`src/rtl/buzzer_tone_module.sv`:
```
// buzzer_tone_module
//   Square-wave tone generator for a passive buzzer. It sits downstream of the
//   SOS/pattern generator. While Tone_En is high, the block emits periods of
//   P[Tone_Sel] clocks. Each period is high for (P>>4)*(Vol+1) clocks and low
//   for the rest of the period. A period is never cut short: dropping Tone_En
//   only takes effect at the next period boundary.
//
//   Optional build macro BUZZER_WDT_EN adds a watchdog. After WDT_MS ms of
//   continuous Tone_En, the block finishes the current period and then stays
//   silent until Tone_En has been low for at least one cycle.
//
// Ports
//   CLK        in   system clock (50 MHz nominal)
//   RSTn       in   synchronous, active-low reset
//   Tone_En    in   gate, 1 = sound requested
//   Tone_Sel   in   [1:0] period select, sampled at period start only
//   Vol        in   [2:0] duty select, sampled at period start only
//   Buzzer_Out out  registered square wave
//   Busy       out  registered, high while a period is in progress
module buzzer_tone_module #(
  parameter logic [15:0] P0     = 16'd25_000,
  parameter logic [15:0] P1     = 16'd20_000,
  parameter logic [15:0] P2     = 16'd16_667,
  parameter logic [15:0] P3     = 16'd12_500,
  parameter logic [15:0] T1MS   = 16'd49_999,
  parameter logic [11:0] WDT_MS = 12'd2000
) (
  input  logic       CLK,
  input  logic       RSTn,
  input  logic       Tone_En,
  input  logic [1:0] Tone_Sel,
  input  logic [2:0] Vol,
  output logic       Buzzer_Out,
  output logic       Busy
);

  typedef enum logic {IDLE = 1'b0, RUN = 1'b1} state_t;

  state_t      state_q, state_d;
  logic [15:0] cnt_q, cnt_d;
  logic [15:0] p_lat_q, p_lat_d;
  logic [15:0] hi_lat_q, hi_lat_d;
  logic        out_q, out_d;
  logic        busy_q, busy_d;

  logic [15:0] p_sel;
  logic [15:0] hi_sel;
  logic        wdt_block;
  logic        start_ok;
  logic        period_end;

  always_comb begin
    unique case (Tone_Sel)
      2'd0:    p_sel = P0;
      2'd1:    p_sel = P1;
      2'd2:    p_sel = P2;
      default: p_sel = P3;
    endcase
  end

  // High time is a whole number of sixteenths of the period. The largest
  // value is 4095*8, so the result fits in 16 bits.
  assign hi_sel = (p_sel >> 4) * (16'(Vol) + 16'd1);

`ifdef BUZZER_WDT_EN
  logic [15:0] pre_q, pre_d;
  logic [11:0] ms_q, ms_d;
  logic        trip_q, trip_d;

  // The counters run only while the gate is held. They freeze once tripped.
  // Any low cycle on the gate re-arms the watchdog.
  always_comb begin
    pre_d  = pre_q;
    ms_d   = ms_q;
    trip_d = trip_q | (ms_q == WDT_MS);
    if (!Tone_En) begin
      pre_d  = '0;
      ms_d   = '0;
      trip_d = 1'b0;
    end else if (!trip_d) begin
      if (pre_q == T1MS) begin
        pre_d = '0;
        ms_d  = ms_q + 12'd1;
      end else begin
        pre_d = pre_q + 16'd1;
      end
    end
  end

  always_ff @(posedge CLK) begin
    if (!RSTn) begin
      pre_q  <= '0;
      ms_q   <= '0;
      trip_q <= 1'b0;
    end else begin
      pre_q  <= pre_d;
      ms_q   <= ms_d;
      trip_q <= trip_d;
    end
  end

  assign wdt_block = trip_q | (ms_q == WDT_MS);
`else
  logic unused_wdt_params;
  assign unused_wdt_params = ^{T1MS, WDT_MS};
  assign wdt_block = 1'b0;
`endif

  assign start_ok   = Tone_En & ~wdt_block;
  assign period_end = (cnt_q == p_lat_q - 16'd1);

  always_comb begin
    state_d  = state_q;
    cnt_d    = cnt_q;
    p_lat_d  = p_lat_q;
    hi_lat_d = hi_lat_q;
    out_d    = out_q;
    busy_d   = busy_q;
    unique case (state_q)
      IDLE: begin
        out_d  = 1'b0;
        busy_d = 1'b0;
        if (start_ok) begin
          state_d  = RUN;
          p_lat_d  = p_sel;
          hi_lat_d = hi_sel;
          cnt_d    = '0;
          out_d    = 1'b1;
          busy_d   = 1'b1;
        end
      end
      default: begin
        if (period_end) begin
          // The next period follows with no gap cycle, using freshly
          // sampled selects.
          if (start_ok) begin
            p_lat_d  = p_sel;
            hi_lat_d = hi_sel;
            cnt_d    = '0;
            out_d    = 1'b1;
            busy_d   = 1'b1;
          end else begin
            state_d = IDLE;
            cnt_d   = '0;
            out_d   = 1'b0;
            busy_d  = 1'b0;
          end
        end else begin
          cnt_d = cnt_q + 16'd1;
          out_d = (cnt_d < hi_lat_q);
        end
      end
    endcase
  end

  always_ff @(posedge CLK) begin
    if (!RSTn) begin
      state_q  <= IDLE;
      cnt_q    <= '0;
      p_lat_q  <= '0;
      hi_lat_q <= '0;
      out_q    <= 1'b0;
      busy_q   <= 1'b0;
    end else begin
      state_q  <= state_d;
      cnt_q    <= cnt_d;
      p_lat_q  <= p_lat_d;
      hi_lat_q <= hi_lat_d;
      out_q    <= out_d;
      busy_q   <= busy_d;
    end
  end

  assign Buzzer_Out = out_q;
  assign Busy       = busy_q;

endmodule
```
`config.mk`:
```
export PLATFORM = sky130hd
export DESIGN_NAME = buzzer_tone_module
export DESIGN_NICKNAME = d
export VERILOG_FILES = /design/src/rtl/buzzer_tone_module.sv
export SDC_FILE = /design/constraint.sdc
export NUM_CORES = 1
export LEC_CHECK = 0
export CORE_MARGIN = 4
export CORE_UTILIZATION = 48
export CTS_CLUSTER_SIZE = 30
export DETAILED_ROUTE_END_ITERATION = 8
export HOLD_SLACK_MARGIN = 0.05
export PLACE_DENSITY = 0.7
export SYNTH_ARGS = -nofsm -noshare
export SYNTH_HDL_FRONTEND = slang
export SYNTH_SLANG_ARGS = --single-unit
```
`constraint.sdc`:
```
create_clock -name CLK -period 4.1 [get_ports CLK]
set_input_delay 0.82 -clock CLK [delete_from_list [all_inputs] [get_ports CLK]]
set_output_delay 0.82 -clock CLK [all_outputs]
set_load 0.01 [all_outputs]
```
* Word-level counts from Yosys, hierarchy flattened
Index checks and enable logic that the tools add are counted.
Operators by class: $add $sub $neg 3, $mul 1, divide/modulo/power cells 0, magnitude comparators 1, equality and inequality tests 4, shifts and indexed selects 0, muxes and demuxes 17, bitwise gates (word level) 0, reduce and logical (&&, ||, !) cells 2
Operator list (count):
- 16-bit 2-to-1 mux | 9
- 15-bit one-hot mux with 3 select lines | 1
- 16-bit by 1-bit adder with 16-bit output (second input constant) | 1
- 16-bit == test | 1
- 16-bit less-than comparator | 1
- 12-bit by 4-bit multiplier with 16-bit output | 1
- 16-bit by 1-bit subtractor with 16-bit output (second input constant) | 1
- 1-bit 2-to-1 mux | 7
- 3-bit by 1-bit adder with 4-bit output (second input constant) | 1
- 2-bit by 1-bit == test with 1-bit output (second input constant) | 1
- 2-bit == test (second input constant) | 1
- 2-bit zero test | 1
- 2-bit by 1-bit != test with 1-bit output (second input constant) | 1
- 2-bit nonzero test | 1
Storage, ports and cells: flip-flop bits (word level) 51, bits in latches 0, RAM bits 0, bits in read-only memories 0, output and inout port bits 2, logic and storage cells 34, memories kept 0

* Depth between registers and ports, before layout
depth in word-level cells 6, gate-level depth with buffers 18, depth with buffers taken out 18

* Worst setup path before layout
Ideal clock, no wire load.
kind in2reg, start point input Vol[0], end point register hi_lat_q[14], arrival 3.998 ns, slack 0.036 ns, stages on the path 14, cells stage by stage ha_1 xor2_1 o21ai_0 fa_1 fa_1 inv_1 fa_1 a21oi_1 o211a_1 o311ai_0 a21oi_1 xnor2_1 mux2i_1 nor2b_1
Between the ends: longest elaborated chain between the ends 5
RTL lines:
- start: declaration | line 32 | input logic [2:0] Vol,
- 3-bit by 1-bit adder with 4-bit output (*) | line 63 | assign hi_sel = (p_sel >> 4) * (16'(Vol) + 16'd1);
- 12-bit by 4-bit multiplier with 16-bit output (*) | line 63
- 16-bit 2-to-1 mux (*) | line 123, 136
- 16-bit 2-to-1 mux | line 133 | if (period_end) begin
- 16-bit 2-to-1 mux (*) | line 119 | unique case (state_q)
- end signal: assignment | line 168 | hi_lat_q <= hi_lat_d;
- end: declaration | line 42 | logic [15:0] hi_lat_q, hi_lat_d;
Every way passes the cells marked *; elsewhere a longest branch is shown, timed or not. The select of a mux whose other input is x is not followed. A chain may end at the register's enable or synchronous reset.

* Worst setup path after layout
start point input Tone_Sel[0], end point register hi_lat_q[14]
Between the ends: longest elaborated chain between the ends 6
RTL lines:
- start: declaration | line 31 | input logic [1:0] Tone_Sel,
- 2-bit == test (tied with other cells) | line 53 | unique case (Tone_Sel)
- 15-bit one-hot mux with 3 select lines (*) | line 53
- named net p_sel[10] | line 46 | logic [15:0] p_sel;
- 12-bit by 4-bit multiplier with 16-bit output (*) | line 63
- 16-bit 2-to-1 mux (*) | line 123, 136
- 16-bit 2-to-1 mux | line 133
- 16-bit 2-to-1 mux (*) | line 119
Mark *: on every way through the listed nets, which the timed path passes. The rest lies on a longest branch. The select of a mux whose other input is x is not followed.

==> impl_results.md <==
* Htree depth at 2
* Avg WL per Cell at 14.98 µm
* Fin crit period at ~4.0 ns
* Hold Path Depth at 2
* Gr usage total at 0.1998
* DRC at 0
* Post-Route WL at 9679 µm
* RSZ-0062 raised after global routing: yes
* R2R cell count at 9
* Post-route insts no fill at 646
* Final setup fails at 0
* Sequential share of the synthesized area at 0.2069
* Worst Path Required at 4.30 ns
* Via count at 3,527
* Static Leakage at about 2.2 nW
* Largest net degree at the start of global routing at 33
* Area Growth Syn to Fin at 18.97%
* Max Slew Vio Count at 0
* Final nets at 609
* Initial DRC Count at between 100 and 150
* Initial antenna violation count at 0
* Worst Path Arrival at between 4 and 5 ns
* Clk_lat worst skew at 0.30 ns
* Final hold viol count at 0
* Outcome: finished clean
* CP endpoint kind: flip-flop
* Asr flop ratio synth at 0
* Inserted Clock Buffers at 5
* Routed Antenna Nets at 0
* Tot Pwr at ~1.4 mW
* Worst r2r src: p_lat_q[12]
* Mapped Nets at 563
* Worst Setup SP: Tone_Sel[0]
* Clock-pin transition on the worst setup and hold timing paths at 0.09 ns
* CTS tree: yes
* Dpl ws at -0.7443 ns
* Number of max-cap violations at 0
* Synth top cells by count: ha_1, inv_1, dfxtp_1
* Pwr dens at 275.5 nW/µm²
* Hold buffers post-CTS at 0
* Post-Syn Area at 4161 µm²
* Final worst-path cycle share at 0.9679
* Post-synth EDFFs at 0
* Top post-synthesis cells by area: dfxtp_1, ha_1, fa_1
* Hold Crit Class: flip-flop to flip-flop
* Top FF cell, synth: dfxtp_1
* Final core occ at 0.5936
* Starting Density at 0.4989
* Yosys top cell by area: dfxtp_1
* Syn Area/Cell at approximately 8.4 µm²
* First-pass GRT wire length at 16,550 µm
* Ys Warns at 0
* Hold slack final at 0.4753 ns
* CP startpoint kind: input pin
* Distinct cell type count after synthesis at 54
* Ant diodes at 0
* Vias in the first global route at 3,576
* Die X at 101.1 µm
* Die Y at 101.1 µm
* Final WS setup at approximately 0.13 ns
* Post-synthesis cell count at between 400 and 500
* Final clock skew at around 0.0075 ns
* RD Place Congestion at between 0.8 and 0.9
* Post-placement cell count at 638
* Slew margin rel. at 0.3657
* Top cell type's share of synthesized area at 0.2069
* VDD IR max at 153.7 µV
* FP Rows at 33
* IO Port Bufs at 9
* Share of cells above drive strength 1 at 0.1830
* WS Path Type: input pin to flip-flop
* Longest Clk Path Bufs at 2
* Slew @ Worst Pin at 0.9514 ns
* Total core area at between 8000 and 9000 µm²
* Hold Startpoint: hi_lat_q[15]
* Die area at 10,220 µm²
* FMAX at 252.0 MHz
* Flops & latches, synth at 43
* # clock sinks at 43
* Vias per cell at 5.460
* Dpl hpwl at 7573 µm
* Grt ovf at 0
* # IOs at 10
* First-pass DRT Iterations at 5
* Crit path max fanout at 4
* Root Buffer: clkbuf_8
registers in the layout, indices dropped and copies added (netlist names):
signal,flops
state_q,1
Busy,1
p_lat_q,8
Buzzer_Out,1
hi_lat_q,16
cnt_q,16
per-stage QoR:
| step | setup TNS, ns | cell area [µm²] |
|---|---|---|
| finish | 0 | 4951 |
| global route | -0.05907 | 4951 |
| CTS | 0 | 4907 |
| detailed placement | -6.081 | 4666 |
| global placement | -5.091 | 4666 |
| floorplan | 0 | 4161 |
critical path, cell delays in order:
cell and delay, ns:
dlygate4sd2_1 0.26, buf_4 0.15, ha_4 0.17, buf_4 0.13, and2_1 0.15, fa_1 0.53, inv_1 0.06, fa_1 0.50
inv_1 0.07, ha_4 0.28, nand2_1 0.06, o211a_1 0.25, o311ai_1 0.28, a21oi_1 0.12, xnor2_1 0.14, mux2i_1 0.14
nor2b_1 0.06
kinds of logic after synthesis:
family,synth area share
xor+xnor,0.07998
fa+ha+maj,0.2087
mux,0.05051
buf+inv,0.07366
simple gates,0.2159
compound gates,0.1645
flops,0.2069
placed cells by master (no fill, tap or decap), drive strengths merged, types with 12 or more instances in the layout:
cell   count
buf       55
inv       47
ha        47
dfxtp     43
nor2b     39
nor2      28
xnor2     24
nand2     23
mux2i     21
a21oi     21
nand3     16
o21ai     15
xor2      14
fa        14
and3      12
a31oi     12
cell type report:
cell class	instances	area, µm²
flip-flops and latches	43	860.8
clock buffers	6	82.58
multi-input cells	379	3164
well taps	105	131.4
clock inverters	2	35.03
fillers	751	3390
inverters	47	176.4
repair buffers	64	500.5
final timing paths:
path / endpoint / slack [ns]
max: hi_lat_q[14] / 0.13
min: hi_lat_q[15] / 0.48
max reg2reg: Busy / 0.93
min reg2reg: hi_lat_q[15] / 0.48
layer usage:
metal  track usage  share of wire  up-vias
met2        0.3380           0.48       61
met3       0.03045          0.033       20
met1        0.2628           0.47     1635
met5             0              0        -
li1              -              -     1811
met4       0.06033          0.019        0
repair_timing:
action / CTS / global route
endpoints found under the setup margin: 10 / 6
pin swaps: 11 / 5
resized for setup: 34 / 9
setup buffers: 0 / 0
power by group:
| part | internal, mW | total [mW] | switching (mW) |
|---|---|---|---|
| Combinational | 0.263 | 0.540 | 0.277 |
| Clock | 0.198 | 0.356 | 0.159 |
| Sequential | 0.442 | 0.467 | 0.0253 |
| Total | 0.902 | 1.36 | 0.462 |
Note: power is estimated with default switching activity, not from simulation.
